==> src/rtl/ws2812_frame_sched_if.sv <==
// rtl/ws2812_frame_sched_if.sv - picosoc iomem request/response bundle for ws2812_frame_sched
interface ws2812_frame_sched_if;
    logic        sel;
    logic        iomem_valid;
    logic        iomem_ready;
    logic [3:0]  iomem_wstrb;
    logic [31:0] iomem_addr;
    logic [31:0] iomem_wdata;
    logic [31:0] iomem_rdata;

    modport master (
        output sel, iomem_valid, iomem_wstrb, iomem_addr, iomem_wdata,
        input  iomem_ready, iomem_rdata
    );

    modport slave (
        input  sel, iomem_valid, iomem_wstrb, iomem_addr, iomem_wdata,
        output iomem_ready, iomem_rdata
    );
endinterface

==> src/rtl/ws2812_frame_sched.sv <==
// rtl/ws2812_frame_sched.sv - shadow LED frame streamed to the ws2812 load port on COMMIT
// Optional per-byte brightness scaling is built only when WS2812_BRIGHTNESS_EN is defined.
module ws2812_frame_sched #(
    parameter int          NUM_LEDS  = 8,
    parameter logic [15:0] GAP_RESET = 16'd0
) (
    input  logic                clk,
    input  logic                reset,
    ws2812_frame_sched_if.slave bus,
    output logic [7:0]          led_num,
    output logic [23:0]         led_rgb_data,
    output logic                led_write,
    output logic                busy,
    output logic                done
);
    localparam int               IDX_W      = (NUM_LEDS > 1) ? $clog2(NUM_LEDS) : 1;
    localparam logic [IDX_W-1:0] LAST_IDX   = IDX_W'(NUM_LEDS - 1);
    localparam logic [6:0]       NUM_LEDS_W = 7'(NUM_LEDS);

    typedef enum logic [2:0] {S_IDLE, S_LOAD, S_WRITE, S_GAP, S_DONE} state_t;

    state_t           state_q, state_d;
    logic [IDX_W-1:0] idx_q, idx_d;
    logic [15:0]      gap_cnt_q, gap_cnt_d;
    logic             pending_q, pending_d;
    logic             commit_q, commit_d;
    logic [15:0]      gap_q, gap_d;
    logic             ready_q, ready_d;
    logic [31:0]      rdata_q, rdata_d;
    logic             led_write_q, led_write_d;
    logic [7:0]       led_num_q, led_num_d;
    logic [23:0]      led_rgb_q, led_rgb_d;
    logic [23:0]      shadow_q [NUM_LEDS];

    logic             shadow_we;
    logic [23:0]      shadow_wdata;
    logic [6:0]       word;
    logic             is_wr, is_ctrl, is_gap, led_hit, req, accept;
    logic [IDX_W-1:0] led_sel;
    logic [23:0]      led_cur;
    logic [23:0]      load_entry;
    logic [23:0]      load_rgb;
    logic             unused_bits;

    assign word    = bus.iomem_addr[8:2];
    assign is_wr   = |bus.iomem_wstrb;
    assign is_ctrl = (word == 7'h00);
    assign is_gap  = (word == 7'h01);
    assign led_hit = word[6] && ({1'b0, word[5:0]} < NUM_LEDS_W);
    assign led_sel = IDX_W'(word[5:0]);
    assign led_cur = shadow_q[led_sel];
    assign busy    = (state_q != S_IDLE);
    assign done    = (state_q == S_DONE);

    // Buffer writes wait out the whole pass so a frame is never streamed half-updated.
    assign req    = bus.iomem_valid && bus.sel && !ready_q;
    assign accept = req && !(is_wr && led_hit && busy);

    assign unused_bits = ^{bus.iomem_addr[31:9], bus.iomem_addr[1:0], bus.iomem_wdata[31:24]};

    assign load_entry = shadow_q[idx_q];

`ifdef WS2812_BRIGHTNESS_EN
    logic       is_bright;
    logic [7:0] bright_q, bright_d;

    assign is_bright = (word == 7'h02);

    function automatic logic [7:0] scale8(input logic [7:0] c, input logic [7:0] b);
        logic [15:0] p;
        p = 16'(c) * 16'({1'b0, b} + 9'd1);
        return 8'(p >> 8);
    endfunction

    assign load_rgb = {scale8(load_entry[23:16], bright_q),
                       scale8(load_entry[15:8],  bright_q),
                       scale8(load_entry[7:0],   bright_q)};
`else
    assign load_rgb = load_entry;
`endif

    always_comb begin
        ready_d      = 1'b0;
        rdata_d      = rdata_q;
        commit_d     = 1'b0;
        gap_d        = gap_q;
        shadow_we    = 1'b0;
        shadow_wdata = led_cur;
`ifdef WS2812_BRIGHTNESS_EN
        bright_d     = bright_q;
`endif
        if (accept) begin
            ready_d = 1'b1;
            if (is_wr) begin
                if (is_ctrl) begin
                    commit_d = bus.iomem_wstrb[0] & bus.iomem_wdata[0];
                end
                if (is_gap) begin
                    if (bus.iomem_wstrb[0]) gap_d[7:0]  = bus.iomem_wdata[7:0];
                    if (bus.iomem_wstrb[1]) gap_d[15:8] = bus.iomem_wdata[15:8];
                end
`ifdef WS2812_BRIGHTNESS_EN
                if (is_bright && bus.iomem_wstrb[0]) bright_d = bus.iomem_wdata[7:0];
`endif
                if (led_hit) begin
                    shadow_we = 1'b1;
                    for (int b = 0; b < 3; b++) begin
                        if (bus.iomem_wstrb[b]) shadow_wdata[8*b +: 8] = bus.iomem_wdata[8*b +: 8];
                    end
                end
            end else begin
                rdata_d = 32'd0;
                if (is_ctrl) begin
                    rdata_d = {29'd0, pending_q, busy, 1'b0};
                end else if (is_gap) begin
                    rdata_d = {16'd0, gap_q};
`ifdef WS2812_BRIGHTNESS_EN
                end else if (is_bright) begin
                    rdata_d = {24'd0, bright_q};
`endif
                end else if (led_hit) begin
                    rdata_d = {8'd0, led_cur};
                end
            end
        end
    end

    always_comb begin
        state_d     = state_q;
        idx_d       = idx_q;
        gap_cnt_d   = gap_cnt_q;
        pending_d   = pending_q;
        led_write_d = 1'b0;
        led_num_d   = led_num_q;
        led_rgb_d   = led_rgb_q;
        if (commit_q && state_q != S_IDLE && state_q != S_DONE) pending_d = 1'b1;
        unique case (state_q)
            S_IDLE: begin
                if (commit_q) begin
                    state_d = S_LOAD;
                    idx_d   = '0;
                end
            end
            // Outputs are registered here so they are valid exactly while in WRITE.
            S_LOAD: begin
                led_write_d = 1'b1;
                led_num_d   = 8'(idx_q);
                led_rgb_d   = load_rgb;
                state_d     = S_WRITE;
            end
            S_WRITE: begin
                if (idx_q == LAST_IDX) begin
                    state_d = S_DONE;
                end else begin
                    idx_d = idx_q + 1'b1;
                    if (gap_q != 16'd0) begin
                        state_d   = S_GAP;
                        gap_cnt_d = '0;
                    end else begin
                        state_d = S_LOAD;
                    end
                end
            end
            S_GAP: begin
                if ({1'b0, gap_cnt_q} + 17'd1 >= {1'b0, gap_q}) state_d = S_LOAD;
                else gap_cnt_d = gap_cnt_q + 16'd1;
            end
            S_DONE: begin
                pending_d = 1'b0;
                if (pending_q || commit_q) begin
                    state_d = S_LOAD;
                    idx_d   = '0;
                end else begin
                    state_d = S_IDLE;
                end
            end
            default: state_d = S_IDLE;
        endcase
    end

    always_ff @(posedge clk) begin
        if (reset) begin
            state_q     <= S_IDLE;
            idx_q       <= '0;
            gap_cnt_q   <= '0;
            pending_q   <= 1'b0;
            commit_q    <= 1'b0;
            gap_q       <= GAP_RESET;
            ready_q     <= 1'b0;
            rdata_q     <= 32'd0;
            led_write_q <= 1'b0;
            led_num_q   <= 8'd0;
            led_rgb_q   <= 24'd0;
`ifdef WS2812_BRIGHTNESS_EN
            bright_q    <= 8'hFF;
`endif
        end else begin
            state_q     <= state_d;
            idx_q       <= idx_d;
            gap_cnt_q   <= gap_cnt_d;
            pending_q   <= pending_d;
            commit_q    <= commit_d;
            gap_q       <= gap_d;
            ready_q     <= ready_d;
            rdata_q     <= rdata_d;
            led_write_q <= led_write_d;
            led_num_q   <= led_num_d;
            led_rgb_q   <= led_rgb_d;
`ifdef WS2812_BRIGHTNESS_EN
            bright_q    <= bright_d;
`endif
        end
    end

    // Shadow frame has no reset so it can map onto block RAM.
    always_ff @(posedge clk) begin
        if (shadow_we) shadow_q[led_sel] <= shadow_wdata;
    end

    assign bus.iomem_ready = ready_q;
    assign bus.iomem_rdata = rdata_q;
    assign led_write       = led_write_q;
    assign led_num         = led_num_q;
    assign led_rgb_data    = led_rgb_q;
endmodule

==> src/flat_wrapper.sv <==
// flat-port wrapper written by rule: the top's interface ports become plain ports
module ws2812_frame_sched_flat 
#(
    parameter int          NUM_LEDS  = 8,
    parameter logic [15:0] GAP_RESET = 16'd0
)
  (clk, reset, led_num, led_rgb_data, led_write, busy, done, bus_sel, bus_iomem_valid, bus_iomem_wstrb, bus_iomem_addr, bus_iomem_wdata, bus_iomem_ready, bus_iomem_rdata);
  ws2812_frame_sched_if bus_i ();
  input  logic clk;
  input  logic reset;
  output logic [7:0] led_num;
  output logic [23:0] led_rgb_data;
  output logic led_write;
  output logic busy;
  output logic done;
  input wire logic [$bits(bus_i.sel)-1:0] bus_sel;
  input wire logic [$bits(bus_i.iomem_valid)-1:0] bus_iomem_valid;
  input wire logic [$bits(bus_i.iomem_wstrb)-1:0] bus_iomem_wstrb;
  input wire logic [$bits(bus_i.iomem_addr)-1:0] bus_iomem_addr;
  input wire logic [$bits(bus_i.iomem_wdata)-1:0] bus_iomem_wdata;
  output wire logic [$bits(bus_i.iomem_ready)-1:0] bus_iomem_ready;
  output wire logic [$bits(bus_i.iomem_rdata)-1:0] bus_iomem_rdata;
  assign bus_i.sel = bus_sel;
  assign bus_i.iomem_valid = bus_iomem_valid;
  assign bus_i.iomem_wstrb = bus_iomem_wstrb;
  assign bus_i.iomem_addr = bus_iomem_addr;
  assign bus_i.iomem_wdata = bus_iomem_wdata;
  assign bus_iomem_ready = bus_i.iomem_ready;
  assign bus_iomem_rdata = bus_i.iomem_rdata;
  ws2812_frame_sched #(.NUM_LEDS(NUM_LEDS), .GAP_RESET(GAP_RESET)) u_core (.clk(clk), .reset(reset), .bus(bus_i), .led_num(led_num), .led_rgb_data(led_rgb_data), .led_write(led_write), .busy(busy), .done(done));
endmodule
==> config.mk <==
export PLATFORM = sky130hd
export DESIGN_NAME = ws2812_frame_sched_flat
export DESIGN_NICKNAME = d
export VERILOG_FILES = /design/src/rtl/ws2812_frame_sched_if.sv /design/src/rtl/ws2812_frame_sched.sv /design/src/flat_wrapper.sv
export SDC_FILE = /design/constraint.sdc
export NUM_CORES = 1
export LEC_CHECK = 0
export BUFFER_PORTS_ARGS = -buffer_cell sky130_fd_sc_hd__clkbuf_2
export CAP_MARGIN = 20
export CELL_PAD_IN_SITES_DETAIL_PLACEMENT = 1
export CELL_PAD_IN_SITES_GLOBAL_PLACEMENT = 1
export CORE_MARGIN = 4
export CORE_UTILIZATION = 49
export DETAILED_ROUTE_END_ITERATION = 10
export GPL_TIMING_DRIVEN = 0
export MAX_ROUTING_LAYER = met4
export PLACE_DENSITY = 0.82
export RECOVER_POWER = 50
export SLEW_MARGIN = 25
export SYNTH_ARGS = -nofsm -noshare
export SYNTH_HDL_FRONTEND = slang
export SYNTH_SLANG_ARGS = --single-unit
==> constraint.sdc <==
create_clock -name clk -period 3.7 [get_ports clk]
set_clock_uncertainty 0.1 [all_clocks]
set_input_delay 0.555 -clock clk [delete_from_list [all_inputs] [get_ports clk]]
set_output_delay 0.555 -clock clk [all_outputs]
set_load 0.02 [all_outputs]
==> metrics.log <==
[metrics] post-layout net count: 1,169
[metrics] switching power: 1.52 mW
[metrics] DIE WIDTH: 173 microns
[metrics] Peak VDD IR: 416 uV
[metrics] Ys Warns: 0
[metrics] final count of hold timing violations: 0
[metrics] leakage power summed over all cells: 5.30 nW
[metrics] DP Wirelength: 27,900 microns
[metrics] buffer cell driving the clock tree root: sky130_fd_sc_hd__clkbuf_16
[metrics] post-route ant nets: 0
[metrics] internal reg-to-reg setup slack: 0.18 ns
[metrics] complex-gate fraction of the synthesized area: 5.54%
[metrics] end point of the critical path: u_core.gap_cnt_q[8]
[metrics] detailed-route wire length per cell: 28.4 microns
[metrics] Worst Reg-to-Reg Cells: 12
[metrics] average cell area after synthesis: 14.4 sq um
[metrics] growth of design area from synthesis to finish: 15.5%
[metrics] power density cells: 445 mW/mm^2
[metrics] kind of start point of the critical path: flip-flop
[metrics] combinational family with the most area after synthesis: multiplexers
[metrics] buffers from clock root to sink, at most: 3
[metrics] clock-pin slew reported for the worst setup and hold paths after clock tree synthesis: 0.06 ns
[metrics] DRC: 0
[metrics] worst min-delay path category: in -> reg
[metrics] Worst Max-Slew Pin Slew: 1.08 ns
[metrics] Die Area: 0.0300 sq mm
[metrics] number of port buffers: 90
[metrics] gate count of the mapped netlist: 930
[metrics] Finished Layout Cells: 1,443
[metrics] number of vias after detailed routing: 9,197
[metrics] startpoint of the worst register-to-register path: u_core.gap_cnt_q[3]
[metrics] total number of H-tree levels: 1
[metrics] synthesis-stage register bit count: 285
[metrics] EDFF count, synth: 192
[metrics] number of placement rows: 60
[metrics] post-synthesis adder-cell area fraction: 1.78%
[metrics] Internal: 5.35 mW
[metrics] via count of the first global-routing pass: 9,880
[metrics] clock insertion delay at the later pin of the skew report: 0.58 ns
[metrics] xor/xnor cell area share of the yosys netlist: 0.852%
[metrics] required time reported for the critical path endpoint: 4.06 ns
[metrics] status: completed
[metrics] Overall Global Routing Usage: 27.9%
[metrics] proportion of power drawn by flip-flops and latches: 49.8%
[metrics] mapped cell area: 0.0134 sq mm
[metrics] switching portion of total power: 22.1%
[metrics] CP Buf/Inv Count: 1
[metrics] number of post-CTS setup repair buffers: 0
[metrics] Total Wirelength: 41,000 microns
[metrics] top-level I/O count: 140
[metrics] clock sink count: 285
[metrics] worst slack, placed: -0.0150 ns
[metrics] Via-to-Cell Ratio: 6.37
[metrics] slowest library cell on the worst path: sky130_fd_sc_hd__nor3_1
[metrics] final-layout fill cell count: 2,628
[metrics] fraction of synthesis flops using an asynchronous set or reset pin: 0%
[metrics] area of the core: 0.0269 sq mm
[metrics] count of pins over their slew limit: 0
[metrics] flip-flop cell with the highest count after synthesis: sky130_fd_sc_hd__edfxtp_1
[metrics] DRC violation total after the first TritonRoute iteration: 932
[metrics] placed instance count: 1,387
[metrics] initial standard-cell utilization of the core: 49.7%
[metrics] final-report setup violation count: 0
[metrics] maximum number of pins on one net before global-route repair: 18
[metrics] time the worst path needs with I/O delays and setup: 3.52 ns
[metrics] total CTS buffers: 30
[metrics] max-cap check violation count: 0
[metrics] wire length of the first global-routing pass: 61,800 microns
[metrics] TritonCTS clock tree: built
[metrics] diodes inserted: 0
[metrics] final setup slack of the worst path: 0.177 ns
[metrics] destination of the worst register-to-register timing path: u_core.gap_cnt_q[8]
[metrics] die span in y: 173 microns
[metrics] total number of cells along the worst setup path: 12
[metrics] layout cell share with drive strength beyond 1: 21.7%
[metrics] total congestion overflow after global routing: 0
[metrics] number of antenna violations at the first check in global routing: 0
[metrics] clock power share: 45.4%
[metrics] basic-gate share of the synthesized area counting and, or, nand and nor cells: 8.79%
[metrics] multiplexer area fraction after synthesis: 22.6%
[metrics] type of the worst setup path: reg -> reg
[metrics] CTS resizes: 1
[metrics] routability congestion estimate from global placement: 0.864
[metrics] Pre-Repair DR Iteration Count: 5
[metrics] Worst setup startpoint: u_core.gap_cnt_q[3]
[metrics] worst-path cell chain: nand4_1 -> nor3_1 -> nand3_1 -> xnor2_1 -> ha_1 -> a21oi_1 -> nand2_1 -> a221oi_1 -> nor2_1 -> o21a_1 -> buf_6 -> a221o_1
[metrics] CP Capture Type: flip-flop
[metrics] critical path's largest stage delay: 0.49 ns
[metrics] distinct cell type count of the synthesized netlist: 56
[metrics] Critical Path Fanout Max: 9
[metrics] top achievable clock speed: 284 MHz
[metrics] share of total power in combinational logic: 4.7%
[metrics] share of the yosys chip area belonging to registers: 57.1%
[metrics] part of the cycle the worst path needs: 95.2%
[metrics] Crit path max-delay family: simple AND/OR/NAND/NOR gates
[metrics] worst relative slew slack: 27.7%
[metrics] signal arrival time at the worst endpoint: 3.88 ns
[metrics] Hold-fix buffers, CTS: 0
[area by class of cell]
class                      count  area (sq um)  share of cell area (%)
multi-input combinational    565          5330                    34.6
buffer                        73           364                    2.36
clock inverter                16           208                    1.35
sequential                   285          7630                    49.4
inverter                      19          71.3                   0.462
clock buffer                  40           808                    5.24
tap                          341           427                    2.77
timing repair buffer         104           588                    3.81
[flip-flops by register name, summed over array words and instances (netlist names), 3 cells and up]
signal,flops
u_core.bus.iomem_rdata,24
u_core.gap_cnt_q,16
u_core.gap_q,16
u_core.idx_q,3
u_core.led_num,3
u_core.led_rgb_data,24
u_core.shadow_q,192
u_core.state_q,3
[synth_stat cells, types with 2 or more instances]
library cell	n	area, sq um
sky130_fd_sc_hd__nor2b_1	3	18.8
sky130_fd_sc_hd__nor3b_1	2	15.0
sky130_fd_sc_hd__mux2i_1	69	691
sky130_fd_sc_hd__nand4_1	7	43.8
sky130_fd_sc_hd__clkbuf_1	32	120
sky130_fd_sc_hd__nand2_4	2	22.5
sky130_fd_sc_hd__o21ai_1	3	15.0
sky130_fd_sc_hd__nor2_1	127	477
sky130_fd_sc_hd__and3_1	8	50.1
sky130_fd_sc_hd__nor3_2	4	40.0
sky130_fd_sc_hd__inv_1	19	71.3
sky130_fd_sc_hd__mux2_2	14	158
sky130_fd_sc_hd__o221ai_1	2	17.5
sky130_fd_sc_hd__a22oi_1	9	67.6
sky130_fd_sc_hd__a211oi_1	39	293
sky130_fd_sc_hd__edfxtp_1	192	5770
sky130_fd_sc_hd__ha_1	19	238
sky130_fd_sc_hd__dfxtp_1	93	1860
sky130_fd_sc_hd__nand2_1	22	82.6
sky130_fd_sc_hd__nor3_1	23	115
sky130_fd_sc_hd__xor2_1	2	17.5
sky130_fd_sc_hd__xnor2_1	11	96.3
sky130_fd_sc_hd__mux4_2	96	2160
sky130_fd_sc_hd__buf_2	16	80.1
sky130_fd_sc_hd__nand2b_1	14	87.6
sky130_fd_sc_hd__nand3_1	13	65.1
sky130_fd_sc_hd__o21ai_0	2	10.0
sky130_fd_sc_hd__a221o_1	8	80.1
sky130_fd_sc_hd__nor4_1	7	43.8
sky130_fd_sc_hd__buf_1	6	22.5
sky130_fd_sc_hd__a21oi_1	24	120
sky130_fd_sc_hd__buf_4	18	135
[worst min-delay path by stage]
stage,start,end,slack (ns),cells past startpoint
after floorplan,u_core.commit_q,u_core.pending_q,0.35,2
after global placement,u_core.commit_q,u_core.pending_q,0.37,2
after detailed placement,u_core.commit_q,u_core.pending_q,0.39,2
after CTS,bus_iomem_wdata[2],u_core.gap_q[2],0.15,3
after global routing,bus_iomem_wdata[0],u_core.commit_q,0.18,3
final,bus_iomem_wdata[1],u_core.gap_q[1],0.16,3
[cells by family after synthesis]
logic type / count (synthesis)
mux: 180
compound gates: 98
fa+ha+maj: 19
buf+inv: 92
flops: 285
other cells: 1
xor+xnor: 13
simple gates: 242
[cells in the final DEF (no fill, tap or decap), types with 8 or more instances in the layout]
cell and instances:
sky130_fd_sc_hd__a211oi_1 39, sky130_fd_sc_hd__a21oi_1 24, sky130_fd_sc_hd__a221o_1 8, sky130_fd_sc_hd__a22oi_1 9
sky130_fd_sc_hd__and3_1 8, sky130_fd_sc_hd__buf_2 15, sky130_fd_sc_hd__buf_4 24, sky130_fd_sc_hd__clkbuf_1 100
sky130_fd_sc_hd__clkbuf_16 30, sky130_fd_sc_hd__clkbuf_2 36, sky130_fd_sc_hd__conb_1 13, sky130_fd_sc_hd__dfxtp_1 93
sky130_fd_sc_hd__edfxtp_1 192, sky130_fd_sc_hd__ha_1 19, sky130_fd_sc_hd__inv_1 19, sky130_fd_sc_hd__mux2_1 14
sky130_fd_sc_hd__mux2i_1 69, sky130_fd_sc_hd__mux4_2 96, sky130_fd_sc_hd__nand2_1 24, sky130_fd_sc_hd__nand2b_1 14
sky130_fd_sc_hd__nand3_1 13, sky130_fd_sc_hd__nor2_1 122, sky130_fd_sc_hd__nor3_1 23, sky130_fd_sc_hd__xnor2_1 11
[metal layers]
| metal | global-route usage, % | routed length [microns] |
|---|---|---|
| met1 | 34.1 | 15400 |
| met2 | 46.5 | 20500 |
| met3 | 5.55 | 3470 |
| met4 | 10.3 | 1610 |
| met5 | - | 0 |
[power by group through the flow]
stage / sequential [mW] / combinational (mW) / clock, mW
2_1_floorplan: 3.49 / 0.195 / 0
3_3_place_gp: 3.49 / 0.301 / 0
3_5_place_dp: 3.49 / 0.319 / 0
4_1_cts: 3.42 / 0.325 / 3.15
5_1_grt: 3.42 / 0.341 / 3.30
6_report: 3.42 / 0.325 / 3.12
[metrics by stage]
| stage | hold WS (ns) | TNS [ns] | utilization, % | power, mW | cell area [sq um] |
|---|---|---|---|---|---|
| global route | 0.177 | -0.0639 | 57.4 | 7.07 | 15400 |
| floorplan | 0.349 | 0 | - | 3.69 | 13400 |
| CTS | 0.154 | 0 | 58.0 | 6.90 | 15600 |
| global placement | 0.369 | -160.75 | 53.1 | 3.79 | 14300 |
| detailed placement | 0.386 | -0.0547 | 54.2 | 3.81 | 14600 |
| finish | 0.155 | 0 | 57.4 | 6.87 | 15400 |
[worst min-delay path, stage by stage]
cell	delay, ns
sky130_fd_sc_hd__clkbuf_2	0.10
sky130_fd_sc_hd__mux2i_1	0.06
sky130_fd_sc_hd__nor2_1	0.08
Power figures use the tool's default switching activity.
